## src/rtl/rx_sched_pkg.sv

```systemverilog
`default_nettype none
// +----------------------------------------------------------------------+
// | rx_sched_pkg                                                         |
// | Shared state encoding and constants for the RX capture scheduler.   |
// | Revision: 1.0                                                        |
// +----------------------------------------------------------------------+
package rx_sched_pkg;

  localparam int c_en_width                = 4;
  localparam int c_default_reconfig_cycles = 4;

  typedef enum logic [1:0] {
    ST_IDLE     = 2'd0,
    ST_RECONFIG = 2'd1,
    ST_ARMED    = 2'd2,
    ST_STREAM   = 2'd3
  } state_t;

endpackage
`default_nettype wire

```

## src/rtl/rx_burst_counter.sv

```systemverilog
`default_nettype none
// +----------------------------------------------------------------------+
// | rx_burst_counter                                                     |
// | Loadable sample counter; terminal flags the strobe reaching target.  |
// | Revision: 1.0                                                        |
// +----------------------------------------------------------------------+
module rx_burst_counter #(
  parameter int CNT_WIDTH = 32
) (
  input  logic                 clk,
  input  logic                 reset,
  input  logic                 load,
  input  logic [CNT_WIDTH-1:0] load_target,
  input  logic                 clear,
  input  logic                 inc,
  output logic                 terminal
);

  logic [CNT_WIDTH-1:0] r_count;
  logic [CNT_WIDTH-1:0] r_target;
  logic [CNT_WIDTH-1:0] w_count_next;

  assign w_count_next = r_count + 1'b1;
  // A zero target means continuous mode, which never terminates.
  assign terminal     = (r_target != '0) && (w_count_next == r_target);

  always_ff @(posedge clk) begin
    if (reset) begin
      r_count  <= '0;
      r_target <= '0;
    end else begin
      if (load) begin
        r_target <= load_target;
      end
      if (clear) begin
        r_count <= '0;
      end else if (inc) begin
        r_count <= w_count_next;
      end
    end
  end

endmodule
`default_nettype wire

```

## src/rtl/rx_capture_scheduler.sv

```systemverilog
`default_nettype none
// +----------------------------------------------------------------------+
// | rx_capture_scheduler                                                 |
// | Sequences capture commands into the timestamping channel packer.    |
// | Revision: 1.0                                                        |
// +----------------------------------------------------------------------+
module rx_capture_scheduler
  import rx_sched_pkg::*;
#(
  parameter int TS_WIDTH        = 64,
  parameter int CNT_WIDTH       = 32,
  parameter int RECONFIG_CYCLES = c_default_reconfig_cycles,
  parameter int OVF_CNT_WIDTH   = 16
) (
  input  logic                     clk,
  input  logic                     reset,
  input  logic [TS_WIDTH-1:0]      timestamp,
  input  logic                     cmd_valid,
  output logic                     cmd_ready,
  input  logic [c_en_width-1:0]    cmd_enables,
  input  logic                     cmd_immediate,
  input  logic [TS_WIDTH-1:0]      cmd_start_time,
  input  logic [CNT_WIDTH-1:0]     cmd_num_samples,
  input  logic                     abort,
  input  logic                     adc_valid,
  output logic                     pack_wr_en,
  output logic [c_en_width-1:0]    pack_enable,
  output logic                     pack_reset,
  input  logic                     pack_overflow,
  output logic                     busy,
  output logic                     done,
  output logic                     late,
  output logic                     cmd_error,
  output logic [OVF_CNT_WIDTH-1:0] ovf_count
);

  localparam int c_rc_w = (RECONFIG_CYCLES > 2) ? $clog2(RECONFIG_CYCLES) : 1;
  localparam logic [c_rc_w-1:0] c_rc_last = c_rc_w'(RECONFIG_CYCLES - 1);

  state_t                   r_state, w_state_next;
  logic [c_en_width-1:0]    r_enables;
  logic                     r_immediate;
  logic [TS_WIDTH-1:0]      r_start_time;
  logic [c_rc_w-1:0]        r_rc_cnt;
  logic                     r_armed_first;
  logic                     r_post_reset;
  logic                     r_done, r_late, r_cmd_error;
  logic [OVF_CNT_WIDTH-1:0] r_ovf_count;
  logic                     r_ovf_prev;

  logic w_accept, w_reject, w_wr_en, w_inc, w_done_set, w_late_set, w_terminal;
  logic w_start_ok;

  assign w_start_ok = r_immediate || (timestamp >= r_start_time);

  rx_burst_counter #(
    .CNT_WIDTH (CNT_WIDTH)
  ) u_burst_counter (
    .clk         (clk),
    .reset       (reset),
    .load        (w_accept),
    .load_target (cmd_num_samples),
    .clear       (w_accept),
    .inc         (w_inc),
    .terminal    (w_terminal)
  );

  always_comb begin
    w_state_next = r_state;
    w_accept     = 1'b0;
    w_reject     = 1'b0;
    w_wr_en      = 1'b0;
    w_inc        = 1'b0;
    w_done_set   = 1'b0;
    w_late_set   = 1'b0;
    case (r_state)
      ST_IDLE: begin
        if (cmd_valid) begin
          if (cmd_enables == '0) begin
            w_reject = 1'b1;
          end else begin
            w_accept     = 1'b1;
            w_state_next = ST_RECONFIG;
          end
        end
      end
      ST_RECONFIG: begin
        if (abort) begin
          w_state_next = ST_IDLE;
        end else if (r_rc_cnt == c_rc_last) begin
          w_state_next = ST_ARMED;
        end
      end
      ST_ARMED: begin
        // Lateness is judged only on the first armed cycle.
        if (abort) begin
          w_state_next = ST_IDLE;
        end else if (r_armed_first && !r_immediate && (timestamp > r_start_time)) begin
          w_late_set   = 1'b1;
          w_state_next = ST_IDLE;
        end else if (adc_valid && w_start_ok) begin
          w_wr_en      = 1'b1;
          w_inc        = 1'b1;
          w_done_set   = w_terminal;
          w_state_next = w_terminal ? ST_IDLE : ST_STREAM;
        end
      end
      ST_STREAM: begin
        if (abort) begin
          w_state_next = ST_IDLE;
        end else if (adc_valid) begin
          w_wr_en    = 1'b1;
          w_inc      = 1'b1;
          w_done_set = w_terminal;
          if (w_terminal) begin
            w_state_next = ST_IDLE;
          end
        end
      end
      default: w_state_next = ST_IDLE;
    endcase
  end

  always_ff @(posedge clk) begin
    if (reset) begin
      r_state       <= ST_IDLE;
      r_rc_cnt      <= '0;
      r_armed_first <= 1'b0;
      r_post_reset  <= 1'b1;
      r_done        <= 1'b0;
      r_late        <= 1'b0;
      r_cmd_error   <= 1'b0;
    end else begin
      r_state       <= w_state_next;
      r_rc_cnt      <= (r_state == ST_RECONFIG) ? r_rc_cnt + 1'b1 : '0;
      r_armed_first <= (r_state == ST_RECONFIG) && (w_state_next == ST_ARMED);
      r_post_reset  <= 1'b0;
      r_done        <= w_done_set;
      r_late        <= w_late_set;
      r_cmd_error   <= w_reject;
    end
  end

  // Command fields; enables persist across captures so the packer keeps its setup.
  always_ff @(posedge clk) begin
    if (reset) begin
      r_enables    <= '0;
      r_immediate  <= 1'b0;
      r_start_time <= '0;
    end else if (w_accept) begin
      r_enables    <= cmd_enables;
      r_immediate  <= cmd_immediate;
      r_start_time <= cmd_start_time;
    end
  end

  always_ff @(posedge clk) begin
    if (reset) begin
      r_ovf_prev  <= 1'b0;
      r_ovf_count <= '0;
    end else begin
      r_ovf_prev <= pack_overflow;
      if (w_accept) begin
        r_ovf_count <= '0;
      end else if ((r_state == ST_STREAM) && pack_overflow && !r_ovf_prev &&
                   (r_ovf_count != '1)) begin
        r_ovf_count <= r_ovf_count + 1'b1;
      end
    end
  end

  assign cmd_ready   = (r_state == ST_IDLE);
  assign busy        = (r_state != ST_IDLE);
  assign pack_wr_en  = w_wr_en;
  assign pack_enable = r_enables;
  assign pack_reset  = r_post_reset || (r_state == ST_RECONFIG);
  assign done        = r_done;
  assign late        = r_late;
  assign cmd_error   = r_cmd_error;
  assign ovf_count   = r_ovf_count;

endmodule
`default_nettype wire

```

## config.mk

```make
export PLATFORM = sky130hd
export DESIGN_NAME = rx_capture_scheduler
export DESIGN_NICKNAME = d
export VERILOG_FILES = /design/src/rtl/rx_sched_pkg.sv /design/src/rtl/rx_burst_counter.sv /design/src/rtl/rx_capture_scheduler.sv
export SDC_FILE = /design/constraint.sdc
export NUM_CORES = 1
export LEC_CHECK = 0
export ABC_AREA = 0
export BUFFER_PORTS_ARGS = -buffer_cell sky130_fd_sc_hd__buf_2
export CORE_ASPECT_RATIO = 0.6
export CORE_MARGIN = 5
export CORE_UTILIZATION = 40
export CTS_CLUSTER_DIAMETER = 40
export DETAILED_ROUTE_END_ITERATION = 16
export PLACE_DENSITY = 0.63
export SYNTH_ARGS = -nofsm -noshare
export SYNTH_HDL_FRONTEND = slang
export SYNTH_HIERARCHICAL = 1
export SYNTH_SLANG_ARGS = --single-unit
```

## constraint.sdc

```tcl
create_clock -name clk -period 3.08 [get_ports clk]
set_input_delay 0.154 -clock clk [delete_from_list [all_inputs] [get_ports clk]]
set_output_delay 0.154 -clock clk [all_outputs]
set_load 0.03 [all_outputs]
```

==> out/qor.txt, run 1 <==
============================================================================================
Count of TritonRoute iterations in the first routing pass .....................            5
Die Outline Area .............................................................. 0.02509 sq mm
Routed vias ...................................................................         8823
Pin count of the biggest net entering global routing ..........................          101
Largest family of logic cells by synthesized area ............................. simple AND/OR/NAND/NOR gates
Result of the run ............................................................. complete, but fails checks
Proportion of synthesized chip area in sequential cells .......................       36.29%
Complex-gate fraction of the synthesized area .................................       12.01%
Worst hold path class .........................................................       in2reg
Worst slew margin .............................................................       50.58%
Non-filler instance count after layout ........................................         1733
RSZ-0062 raised after global routing ..........................................         true
Accumulated negative setup slack ..............................................    -1.245 ns
Clk network pwr share .........................................................        40.7%
Arrival time of data at the critical path endpoint ............................      3.49 ns
Inst Count DP .................................................................         1569
Library cells used by synthesis ...............................................           72
Largest buffer count on any clock path ........................................            2
Latest clock arrival within the worst-skew pair ...............................      0.44 ns
Internal cell power ...........................................................     3.837 mW
Clk sink count ................................................................          159
Number of H-tree levels .......................................................            4
Depth of the most critical reg-to-reg path ....................................           15
Overall power of the completed layout .........................................     5.293 mW
Share of the synthesized area in the top cell type ............................       36.29%
Switching fraction of total power .............................................       27.51%
Buffer type at the clock tree root ............................................ sky130_fd_sc_hd__clkbuf_16
Number of storage elements in the synthesis netlist ...........................          159
Total Wirelength .............................................................. 28010 microns
End-of-flow core utilization ..................................................       59.13%
Xor-xnor portion of the synthesized cell area .................................       8.087%
Routed length per instance .................................................... 16.16 microns
Startpoint-to-endpoint class of the critical path .............................      reg2reg
Via count normalized by instance count ........................................        5.091
Initial antenna violation count ...............................................            2
Top-count cell post-synth ..................................................... sky130_fd_sc_hd__nand2_1
Placed inst area .............................................................. 0.01047 sq mm
Final HPWL DP ................................................................. 19440 microns
Synth area leader ............................................................. sky130_fd_sc_hd__dfxtp_1
Static leakage ................................................................     5.441 nW
Synthesized area per cell .....................................................  8.206 sq um
Final critical-path required period ...........................................     3.196 ns
Total of max-cap violations ...................................................            0
Basic-gate share of the synthesized area counting and, or, nand and nor cells .       24.20%
Global routing usage summed across all routing layers .........................       21.36%
Setup slack of the critical path after layout .................................   -0.1165 ns
Synth top cells by count ...................................................... sky130_fd_sc_hd__nand2_1, sky130_fd_sc_hd__dfxtp_1, sky130_fd_sc_hd__a21oi_1, sky130_fd_sc_hd__nor2_1, sky130_fd_sc_hd__inv_1
Period Utilization, post-route ................................................       103.8%
GP Congestion .................................................................       0.8902
Number of nets in the final layout ............................................         1671
Cell Rows .....................................................................           42
TritonCTS clock tree ..........................................................          yes
Initial core utilization ......................................................       40.22%
Count of input and output buffers .............................................          197
Post-Place Setup Slack ........................................................   -0.2208 ns
Count of flip-flops with a built-in enable after synthesis ....................            0
Clock buffers created by TritonCTS ............................................           17
Biggest fanout along the worst timing path ....................................            5
Final hold violation count ....................................................            0
Die Wd ........................................................................ 201.2 microns
Hold depth ....................................................................            1
Max IR drop VDD ...............................................................  0.0004145 V
Cell count after synthesis ....................................................         1069
Share of synthesized area spent on multiplexers ...............................       4.222%
Number of warnings issued by yosys ............................................            6
Number of setup violations in the final report ................................           21
Area growth from synthesis to layout ..........................................       47.00%
Number of fillers in the final layout .........................................         1857
Area of the multi-input gates ................................................. 0.005595 sq mm
Worst Setup Start Kind ........................................................     register
Drt initial violations ........................................................          696
Sequential cell area .......................................................... 0.003222 sq mm
DRC violation count after routing .............................................            0
Vertical die dimension ........................................................ 124.7 microns
Areal power density over the cells ............................................ 410.5 mW/mm^2
Critical register-to-register path startpoint ................................. r_start_time[27]
R2R setup slack ...............................................................     -0.12 ns
Area share of fa/ha/maj cells after synthesis .................................       9.556%
Fraction of final layout cells with drive strength greater than 1 .............       31.60%
Register clock-pin slew on the reported worst setup and hold paths ............      0.07 ns
Synth Flop Type ............................................................... sky130_fd_sc_hd__dfxtp_1
Relative contribution of sequential cells to total power ......................        41.8%
Async SR Flop Fraction ........................................................           0%
Worst endpoint required time ..................................................      3.37 ns
Top-Level Pins ................................................................          198
Placeable core region ......................................................... 0.02181 sq mm
Number of global-route vias before repair .....................................         8387
Final max-slew violation count ................................................            0
Net Count, Synth ..............................................................         1307
Antenna viol nets, final ......................................................            0
Failing checks ................................................................ negative setup slack
GRT Residual Overflow .........................................................            0
Maximum clock rate ............................................................    312.8 MHz
Relative contribution of combinational cells to total power ...................        17.4%
Main area contributors after synthesis ........................................ sky130_fd_sc_hd__dfxtp_1, sky130_fd_sc_hd__ha_1, sky130_fd_sc_hd__nand2_1
Worst Hold Launch .............................................................        reset
First-pass GRT wire length .................................................... 43790 microns
Worst-margin pin slew .........................................................    0.7412 ns
Tightest hold margin ..........................................................   0.04306 ns
Clock skew after layout .......................................................   0.01500 ns
Summed instance area of the synthesized netlist ............................... 0.008772 sq mm
Destination of the worst register-to-register timing path ..................... u_burst_counter/r_count[20]
End point of the worst hold path .............................................. r_post_reset
Net switching power figure ....................................................     1.456 mW
Endpoint class of the critical path ...........................................     register
Final std cell area, no fill .................................................. 0.01289 sq mm
============================================================================================
==> cell type report <==
| type | count | share of cell area (%) |
|---|---|---|
| multi-input combinational | 782 | 43.39 |
| sequential | 159 | 24.99 |
| timing repair buffer | 397 | 21.95 |
| clock buffer | 18 | 3.406 |
| tap | 286 | 2.775 |
| inverter | 76 | 2.232 |
| clock inverter | 14 | 1.242 |
| antenna | 1 | 0.01941 |
==> cell families (layout without fill, tap and decap cells) <==
| kind of cell | after synthesis | in the layout |
|---|---|---|
| xor+xnor | 81 | 81 |
| simple gates | 428 | 428 |
| other cells | 0 | 1 |
| flops | 159 | 159 |
| compound gates | 169 | 169 |
| mux | 37 | 37 |
| fa+ha+maj | 67 | 67 |
| buf+inv | 128 | 505 |
==> power by group through the flow <==
| stage | registers, mW | logic (mW) | clock network, mW |
|---|---|---|---|
| after floorplan | 2.24 | 0.457 | 0 |
| after global placement | 2.25 | 0.707 | 0 |
| after detailed placement | 2.26 | 0.724 | 0 |
| after CTS | 2.21 | 0.889 | 2.20 |
| after global routing | 2.22 | 1.02 | 2.27 |
| final | 2.21 | 0.923 | 2.16 |
==> worst max path at each step <==
| stage | start | endpoint | slack, ns | cells after the start |
|---|---|---|---|---|
| floorplan | u_burst_counter/r_count[7] | r_state[1] | -0.04 | 11 |
| global placement | u_burst_counter/r_count[0] | r_state[1] | -0.14 | 11 |
| detailed placement | u_burst_counter/r_count[0] | r_state[1] | -0.22 | 11 |
| CTS | u_burst_counter/r_count[1] | r_state[1] | -0.1 | 13 |
| global route | r_start_time[27] | u_burst_counter/r_count[30] | -0.22 | 15 |
| finish | r_start_time[27] | u_burst_counter/r_count[20] | -0.12 | 15 |
==> sequential cells by signal (all words and copies together) (netlist names), 2 cells and up <==
signal,flops
ovf_count,16
r_start_time,64
r_rc_cnt,2
u_burst_counter/r_count,32
u_burst_counter/r_target,32
r_state,2
pack_enable,4
==> critical path, stage by stage, from the launching register on <==
cell and delay (ns):
sky130_fd_sc_hd__dfxtp_2 0.34, sky130_fd_sc_hd__inv_2 0.05, sky130_fd_sc_hd__ha_4 0.21, sky130_fd_sc_hd__and2_4 0.15
sky130_fd_sc_hd__a221o_1 0.32, sky130_fd_sc_hd__a221o_1 0.40, sky130_fd_sc_hd__nor3_4 0.29, sky130_fd_sc_hd__o21ai_2 0.09
sky130_fd_sc_hd__a211o_1 0.27, sky130_fd_sc_hd__and4b_2 0.24, sky130_fd_sc_hd__buf_6 0.14, sky130_fd_sc_hd__and3_4 0.16
sky130_fd_sc_hd__buf_6 0.12, sky130_fd_sc_hd__buf_4 0.13, sky130_fd_sc_hd__xnor2_2 0.11, sky130_fd_sc_hd__nor2_1 0.05
==> metal layers <==
layer	global-route usage, %	vias up	wire (microns)	part of all wire, %
li1	-	4401	-	-
met3	5.282	49	1910	6.8
met1	31.16	4077	13580	48
met4	6.386	2	543	1.9
met2	31.06	294	11960	43
met5	0	-	13	0.046
==> cell usage in the layout (no fill, tap or decap), types with 29 or more instances in the layout <==
cell type | netlist | layout
sky130_fd_sc_hd__a21oi_1 | 102 | 101
sky130_fd_sc_hd__buf_2 | 8 | 195
sky130_fd_sc_hd__buf_4 | 1 | 86
sky130_fd_sc_hd__dfxtp_1 | 159 | 132
sky130_fd_sc_hd__dlygate4sd3_1 | 0 | 103
sky130_fd_sc_hd__ha_1 | 67 | 52
sky130_fd_sc_hd__inv_1 | 75 | 65
sky130_fd_sc_hd__mux2i_1 | 37 | 37
sky130_fd_sc_hd__nand2_1 | 174 | 163
sky130_fd_sc_hd__nand4_1 | 29 | 29
sky130_fd_sc_hd__nor2_1 | 97 | 97
sky130_fd_sc_hd__xnor2_1 | 34 | 31
sky130_fd_sc_hd__xor2_1 | 47 | 46
==> repair_timing <==
item	CTS	global route
buffers inserted	22	7
hold endpoints to repair	103	0
resized for setup	74	59
hold buffers	103	0
setup endpoints to repair	36	38
cloned	0	1
pin swaps	29	38
(Power assumes the default switching activity.)
==> run 2, diff against run 1 <==
--- a/config.mk
+++ b/config.mk
@@ -13,6 +13,7 @@
 export CTS_CLUSTER_DIAMETER = 40
 export DETAILED_ROUTE_END_ITERATION = 16
 export PLACE_DENSITY = 0.63
+export RECOVER_POWER = 100
 export SYNTH_ARGS = -nofsm -noshare
 export SYNTH_HDL_FRONTEND = slang
 export SYNTH_HIERARCHICAL = 1
==> run 2 against run 1 <==
  * The run still ends with negative setup slack left
  * First-iteration DRC count down 13%
  * Cell count unchanged
  * Critical path depth unchanged
  * Sequential share of layout area up 0.14 points
  * Die area unchanged
  * Final area down 0.57%
  * Core utilization down 0.34 points
  * Critical endpoint unchanged
==> out/qor.txt, run 2 (same netlist as run 1, synthesis figures left out) <==
=====================================================================================
Latest clock arrival within the worst-skew pair ........................      0.44 ns   about the same
Cell Rows ..............................................................           42   unchanged
Placed inst area ....................................................... 0.01047 sq mm   unchanged
Count of input and output buffers ......................................          197   unchanged
Net switching power figure .............................................     1.451 mW   -0.36%
Total of max-cap violations ............................................            0   unchanged
Critical Path, Cell by Cell ............................................ inv_2 -> ha_4 -> and2_4 -> a221o_1 -> a221o_1 -> nor3_4 -> o21ai_2 -> a211o_1 -> and4b_2 -> buf_6 -> and3_4 -> buf_6 -> buf_4 -> xnor2_2 -> nor2_1
Register clock-pin slew on the reported worst setup and hold paths .....      0.07 ns   about the same
Die Outline Area ....................................................... 0.02509 sq mm   unchanged
Inst Count DP ..........................................................         1569   unchanged
Antenna viol nets, final ...............................................            0   unchanged
Die Wd ................................................................. 201.2 microns   unchanged
Largest buffer count on any clock path .................................            2   unchanged
GP Congestion ..........................................................       0.8902   unchanged
Worst Setup Start Kind .................................................     register
Global routing usage summed across all routing layers ..................       21.36%   unchanged
Final critical-path required period ....................................     3.193 ns   -0.003588 ns
Buffer type at the clock tree root ..................................... sky130_fd_sc_hd__clkbuf_16
Worst stage delay on the critical path .................................      0.40 ns   about the same
Setup slack of the critical path after layout ..........................   -0.1129 ns   +0.003588 ns
Number of fillers in the final layout ..................................         1881   +1.3%
Clk network pwr share ..................................................        40.7%   about the same
Result of the run ...................................................... complete, but fails checks
Cell class contributing the biggest share of worst-path delay .......... compound AO/OA/AOI/OAI gates
Maximum clock rate .....................................................    313.2 MHz   +0.11%
Relative contribution of combinational cells to total power ............        17.4%   about the same
Max IR drop VDD ........................................................  0.0004032 V   -2.7%
Failing checks ......................................................... negative setup slack
First-pass GRT wire length ............................................. 43790 microns   unchanged
Top-Level Pins .........................................................          198   unchanged
Worst-margin pin slew ..................................................     1.406 ns   +0.6647 ns
Period Utilization, post-route .........................................       103.7%   -0.12 points
Endpoint class of the critical path ....................................     register
Placeable core region .................................................. 0.02181 sq mm   unchanged
Final HPWL DP .......................................................... 19440 microns   unchanged
End-of-flow core utilization ...........................................       58.79%   -0.34 points
Number of setup violations in the final report .........................           19   -9.5%
Count of TritonRoute iterations in the first routing pass ..............            5   unchanged
GRT Residual Overflow ..................................................            0   unchanged
Area growth from synthesis to layout ...................................       46.16%
Pin count of the biggest net entering global routing ...................          101   unchanged
TritonCTS clock tree ...................................................          yes
Clock buffers created by TritonCTS .....................................           17   unchanged
Biggest fanout along the worst timing path .............................            5   unchanged
Initial antenna violation count ........................................            2   unchanged
Most frequent standard cell in the layout excluding fill and tap cells . sky130_fd_sc_hd__buf_2
DRC violation count after routing ......................................            0   unchanged
Startpoint-to-endpoint class of the critical path ......................      reg2reg
Worst hold path class ..................................................       in2reg
Number of global-route vias before repair ..............................         8387   unchanged
Initial core utilization ...............................................       40.22%   unchanged
Clk sink count .........................................................          159   unchanged
Total Wirelength ....................................................... 27940 microns   -0.27%
Routed vias ............................................................         8792   -0.35%
Via count normalized by instance count .................................        5.073   -0.35%
Fraction of final layout cells with drive strength greater than 1 ......       29.46%   -2.1 points
Worst endpoint required time ...........................................      3.37 ns   about the same
Largest registers ranked by flip-flop count ............................ r_start_time x64, u_burst_counter/r_count x32, u_burst_counter/r_target x32
Clock skew after layout ................................................   0.01358 ns   -0.001420 ns
Switching fraction of total power ......................................       27.45%   -0.066 points
Final hold violation count .............................................            0   unchanged
Vertical die dimension ................................................. 124.7 microns   unchanged
Arrival time of data at the critical path endpoint .....................      3.48 ns   about the same
Final max-slew violation count .........................................            0   unchanged
Relative contribution of sequential cells to total power ...............        41.9%   about the same
Drt initial violations .................................................          606   -13%
Routed length per instance ............................................. 16.12 microns   -0.27%
Areal power density over the cells ..................................... 412.4 mW/mm^2   +0.46%
Overall power of the completed layout ..................................     5.287 mW   -0.12%
RSZ-0062 raised after global routing ...................................         true
Largest Register ....................................................... r_start_time
Final std cell area, no fill ........................................... 0.01282 sq mm   -0.57%
CP Buf/Inv Count .......................................................            4   unchanged
Number of nets in the final layout .....................................         1671   unchanged
Worst slew margin ......................................................       6.268%   -44 points
Internal cell power ....................................................     3.836 mW   about the same
Static leakage .........................................................     5.314 nW   -2.3%
Max FFs per register ...................................................           64   unchanged
Number of H-tree levels ................................................            4   unchanged
Non-filler instance count after layout .................................         1733   unchanged
Crit path max-delay cell type .......................................... sky130_fd_sc_hd__a221o_1
Most used cells in the layout excluding fill and tap cells ............. sky130_fd_sc_hd__buf_2, sky130_fd_sc_hd__nand2_1, sky130_fd_sc_hd__dfxtp_1, sky130_fd_sc_hd__dlygate4sd3_1, sky130_fd_sc_hd__a21oi_1
Accumulated negative setup slack .......................................    -1.214 ns   +0.03107 ns
=====================================================================================
## run 2: path summary, 6_finish.rpt
path	from	slack, ns	end	depth (start not counted)
worst max-delay path	r_start_time[27]	-0.11	u_burst_counter/r_count[20]	15
worst min-delay path	reset	0.05	r_post_reset	1
worst max register to register	r_start_time[27]	-0.11	u_burst_counter/r_count[20]	15
worst min register to register	r_rc_cnt[0]	0.42	r_rc_cnt[0]	1
## run 2: metal layers
layer / up-vias / global-route usage [%] / routed length, microns
met5: - / 0 / 11
met2: 279 / 31.06 / 11950
met3: 45 / 5.282 / 1862
met1: 4069 / 31.16 / 13590
met4: 2 / 6.386 / 512
li1: 4397 / - / -
## run 2: per-stage QoR
step                hold WS [ns]  setup WS (ns)
detailed placement        0.3886        -0.2208
floorplan                 0.1817       -0.04114
global route             0.02864        -0.2228
CTS                      0.01918       -0.09580
finish                   0.04725        -0.1129
global placement          0.3825        -0.1395
## run 2: repair_timing
item / in CTS / in global routing
setup buffers: 22 / 7
cloned: 0 / 1
gates resized for setup: 74 / 59
hold endpoints to repair: 103 / 0
setup endpoints to repair: 36 / 38
pin swaps: 29 / 38
hold buffers: 103 / 0
## run 2: power by group through the flow
stage	Sequential, mW	Combinational (mW)	Clock [mW]
final	2.21	0.920	2.15
after CTS	2.21	0.889	2.20
after global routing	2.22	1.02	2.27
after detailed placement	2.26	0.724	0
after global placement	2.25	0.707	0
after floorplan	2.24	0.457	0
## run 2: final cells by class
class / instances / area, sq um / share of cell area [%]
multi-input cells: 782 / 5570 / 43.45
flip-flops and latches: 159 / 3222 / 25.13
repair buffers: 397 / 2783 / 21.70
clock buffers: 18 / 439.2 / 3.425
well taps: 286 / 357.8 / 2.791
inverters: 76 / 286.5 / 2.235
clock inverters: 14 / 160.2 / 1.249
diodes: 1 / 2.502 / 0.01952
==> run 3, diff against run 2 <==
--- a/config.mk
+++ b/config.mk
@@ -10,9 +10,11 @@
 export CORE_ASPECT_RATIO = 0.6
 export CORE_MARGIN = 5
 export CORE_UTILIZATION = 40
+export CTS_BUF_LIST = sky130_fd_sc_hd__clkbuf_4
 export CTS_CLUSTER_DIAMETER = 40
 export DETAILED_ROUTE_END_ITERATION = 16
-export PLACE_DENSITY = 0.63
+export GPL_TIMING_DRIVEN = 0
+export PLACE_DENSITY = 0.61
 export RECOVER_POWER = 100
 export SYNTH_ARGS = -nofsm -noshare
 export SYNTH_HDL_FRONTEND = slang
==> constraint.sdc (replaced) <==
create_clock -name clk -period 3.95 [get_ports clk]
set_input_delay 0.1975 -clock clk [delete_from_list [all_inputs] [get_ports clk]]
set_output_delay 0.1975 -clock clk [all_outputs]
set_load 0.03 [all_outputs]
==> run 3 against run 2 <==
  * Critical path depth is the same
  * Cell count down 2.2%
  * Sequential power down 22%
  * Fmax down 14%
  * Total power fell by 34%
  * Core utilization is 6.0 points lower
  * Critical endpoint is now u_burst_counter/r_count[9]
  * Register-to-register slack gained 0.34 ns
  * Via count is 2.9% lower
  * The run now ends clean
==> out/qor.txt, run 3 (same netlist as run 1, synthesis figures left out) <==
=====================================================================================
Result of the run ...................................................... finished clean
Areal power density over the cells ..................................... 304.4 mW/mm^2   -26%
Fraction of final layout cells with drive strength greater than 1 ......       17.05%   -12 points
GRT Residual Overflow ..................................................            0   unchanged
Worst-margin pin slew ..................................................     1.179 ns   -0.2269 ns
Clock buffers created by TritonCTS .....................................           17   unchanged
Net switching power figure .............................................     1.017 mW   -30%
Final hold violation count .............................................            0   unchanged
Largest Register ....................................................... r_start_time
Hold depth .............................................................            4   +3
Latest clock arrival within the worst-skew pair ........................      0.57 ns   +0.13 ns
Worst stage delay on the critical path .................................      0.38 ns   -0.02 ns
R2R setup slack ........................................................      0.23 ns   +0.34 ns
Maximum clock rate .....................................................    268.9 MHz   -14%
Max IR drop VDD ........................................................  0.0001983 V   -51%
Worst hold path class ..................................................       in2reg
Initial antenna violation count ........................................            1   -1
Clk sink count .........................................................          159   unchanged
Largest buffer count on any clock path .................................            2   unchanged
Final critical-path required period ....................................     3.718 ns   +0.5254 ns
Drt initial violations .................................................          545   -10%
Count of TritonRoute iterations in the first routing pass ..............            5   unchanged
Register clock-pin slew on the reported worst setup and hold paths .....      0.14 ns   +0.07 ns
Non-filler instance count after layout .................................         1695   -2.2%
Period Utilization, post-route .........................................       94.13%   -9.5 points
Worst endpoint required time ...........................................      4.41 ns   +1.04 ns
Most frequent standard cell in the layout excluding fill and tap cells . sky130_fd_sc_hd__buf_2
Largest registers ranked by flip-flop count ............................ r_start_time x64, u_burst_counter/r_count x32, u_burst_counter/r_target x32
Relative contribution of sequential cells to total power ...............        49.3%   +7.4 points
Max FFs per register ...................................................           64   unchanged
Die Outline Area ....................................................... 0.02509 sq mm   unchanged
Total Wirelength ....................................................... 27080 microns   -3.1%
Internal cell power ....................................................     2.486 mW   -35%
Startpoint-to-endpoint class of the critical path ......................      reg2reg
Clock skew after layout ................................................   0.02089 ns   +0.007312 ns
Final max-slew violation count .........................................            0   unchanged
Global routing usage summed across all routing layers ..................       21.31%   -0.049 points
Initial core utilization ...............................................       40.22%   unchanged
Top-Level Pins .........................................................          198   unchanged
Accumulated negative setup slack .......................................         0 ns   +1.214 ns
Number of H-tree levels ................................................            4   unchanged
Number of fillers in the final layout ..................................         2108   +12%
Sequential cell area ................................................... 0.003183 sq mm   -1.2%
Pin count of the biggest net entering global routing ...................           17   -83%
Static leakage .........................................................     4.765 nW   -10%
Cell mode on critical path ............................................. sky130_fd_sc_hd__clkbuf_2
Count of input and output buffers ......................................          197   unchanged
First-pass GRT wire length ............................................. 43050 microns   -1.7%
Via count normalized by instance count .................................        5.038   -0.69%
Routed vias ............................................................         8540   -2.9%
Die Wd ................................................................. 201.2 microns   unchanged
Most used cells in the layout excluding fill and tap cells ............. sky130_fd_sc_hd__buf_2, sky130_fd_sc_hd__nand2_1, sky130_fd_sc_hd__dfxtp_1, sky130_fd_sc_hd__dlygate4sd3_1, sky130_fd_sc_hd__a21oi_1
Placed inst area ....................................................... 0.01012 sq mm   -3.4%
Total of max-cap violations ............................................            0   unchanged
Biggest fanout along the worst timing path .............................           10   +5
Routed length per instance ............................................. 15.98 microns   -0.88%
Worst Setup Start Kind .................................................     register
Placeable core region .................................................. 0.02181 sq mm   unchanged
Crit path max-delay cell type .......................................... sky130_fd_sc_hd__nor3_4
Depth of the most critical reg-to-reg path .............................           15   unchanged
Area of the multi-input gates .......................................... 0.005099 sq mm   -8.5%
Endpoint class of the critical path ....................................     register
Worst slew margin ......................................................       20.72%   +14 points
Number of setup violations in the final report .........................            0   -19
Inst Count DP ..........................................................         1552   -1.1%
GP Congestion ..........................................................       0.9083   +2.0%
End-of-flow core utilization ...........................................       52.77%   -6.0 points
RSZ-0062 raised after global routing ...................................        false
Number of nets in the final layout .....................................         1634   -2.2%
Vertical die dimension ................................................. 124.7 microns   unchanged
Area growth from synthesis to layout ...................................       31.18%
TritonCTS clock tree ...................................................          yes
Critical Path, Cell by Cell ............................................ inv_1 -> ha_1 -> and4_1 -> nand4_1 -> nor3_4 -> o31a_1 -> nor3_2 -> o21ai_2 -> a211o_1 -> and4b_1 -> clkbuf_2 -> clkbuf_2 -> nand3_1 -> xor2_1 -> nor2_1
Clk network pwr share ..................................................        32.0%   -8.7 points
DRC violation count after routing ......................................            0   unchanged
Cell Rows ..............................................................           42   unchanged
Switching fraction of total power ......................................       29.03%   +1.6 points
Number of global-route vias before repair ..............................         8093   -3.5%
Antenna viol nets, final ...............................................            0   unchanged
Buffer type at the clock tree root ..................................... sky130_fd_sc_hd__clkbuf_4
Final std cell area, no fill ........................................... 0.01151 sq mm   -10%
Arrival time of data at the critical path endpoint .....................      4.18 ns   +0.70 ns
Relative contribution of combinational cells to total power ............        18.7%   +1.3 points
Final HPWL DP .......................................................... 20850 microns   +7.2%
=====================================================================================
==> run 3: cell types whose count changed in the layout (fill, tap and decap cells not counted), sizes merged <==
cell         change
clkinv           -2
bufinv           +2
clkbuf          +41
inv              +1
buf             -83
clkinvlp         -1
dlygate4sd3      +4
==> run 3: final timing paths <==
kind                       from                          end
max            r_start_time[30]   u_burst_counter/r_count[9]
min reg2reg         r_rc_cnt[0]                  r_rc_cnt[0]
max reg2reg    r_start_time[30]   u_burst_counter/r_count[9]
min          cmd_num_samples[8]  u_burst_counter/r_target[8]
==> run 3: worst max-delay path, delay by kind of cell (launching register included) <==
| family | cells | cell delay [ns] |
|---|---|---|
| buffers and inverters | 3 | 0.72 |
| xor gates and xnor gates | 1 | 0.17 |
| DFF | 1 | 0.36 |
| and+or+nand+nor | 7 | 1.47 |
| adders and majority gates | 1 | 0.30 |
| AOI/OAI and AO/OA | 3 | 0.58 |
==> run 3: layer usage <==
layer | track usage (%) | share of wire, %
met2 | 29.03 | 39
met3 | 4.944 | 6.8
met5 | 0 | 0
met4 | 4.378 | 1.0
met1 | 33.63 | 53
==> run 3: through the flow <==
stage	total power, mW	setup slack [ns]	hold slack [ns]
after floorplan	2.103	0.6589	0.2252
after global placement	2.315	-0.3732	0.4086
after detailed placement	2.328	-0.4154	0.4075
after CTS	3.539	0.01485	0.3019
after global routing	3.693	0.001846	0.3418
final	3.503	0.2317	0.3903
==> run 3: cell type report <==
type / instances / area share [%]
diodes: 1 / 0.02175
plain buffers: 52 / 1.827
clock buffers: 17 / 1.109
clock inverters: 14 / 1.653
inverters: 76 / 2.479
multi-input cells: 782 / 44.31
flip-flops and latches: 159 / 27.66
well taps: 286 / 3.110
repair buffers: 308 / 17.83
==> run 3: repair_timing <==
item | in CTS | in global routing
hold buffers | 107 | 0
setup buffers | 0 | 4
endpoints found under the hold margin | 110 | 0
resized for setup | 2 | 6
endpoints found under the setup margin | 20 | 25
pin swaps | 0 | 1
==> run 3: power by group through the flow <==
stage	Clock [mW]	Combinational (mW)	Sequential (mW)
after floorplan	0	0.356	1.75
after global routing	1.22	0.736	1.74
final	1.12	0.655	1.73
after detailed placement	0	0.568	1.76
after global placement	0	0.556	1.76
after CTS	1.16	0.654	1.73
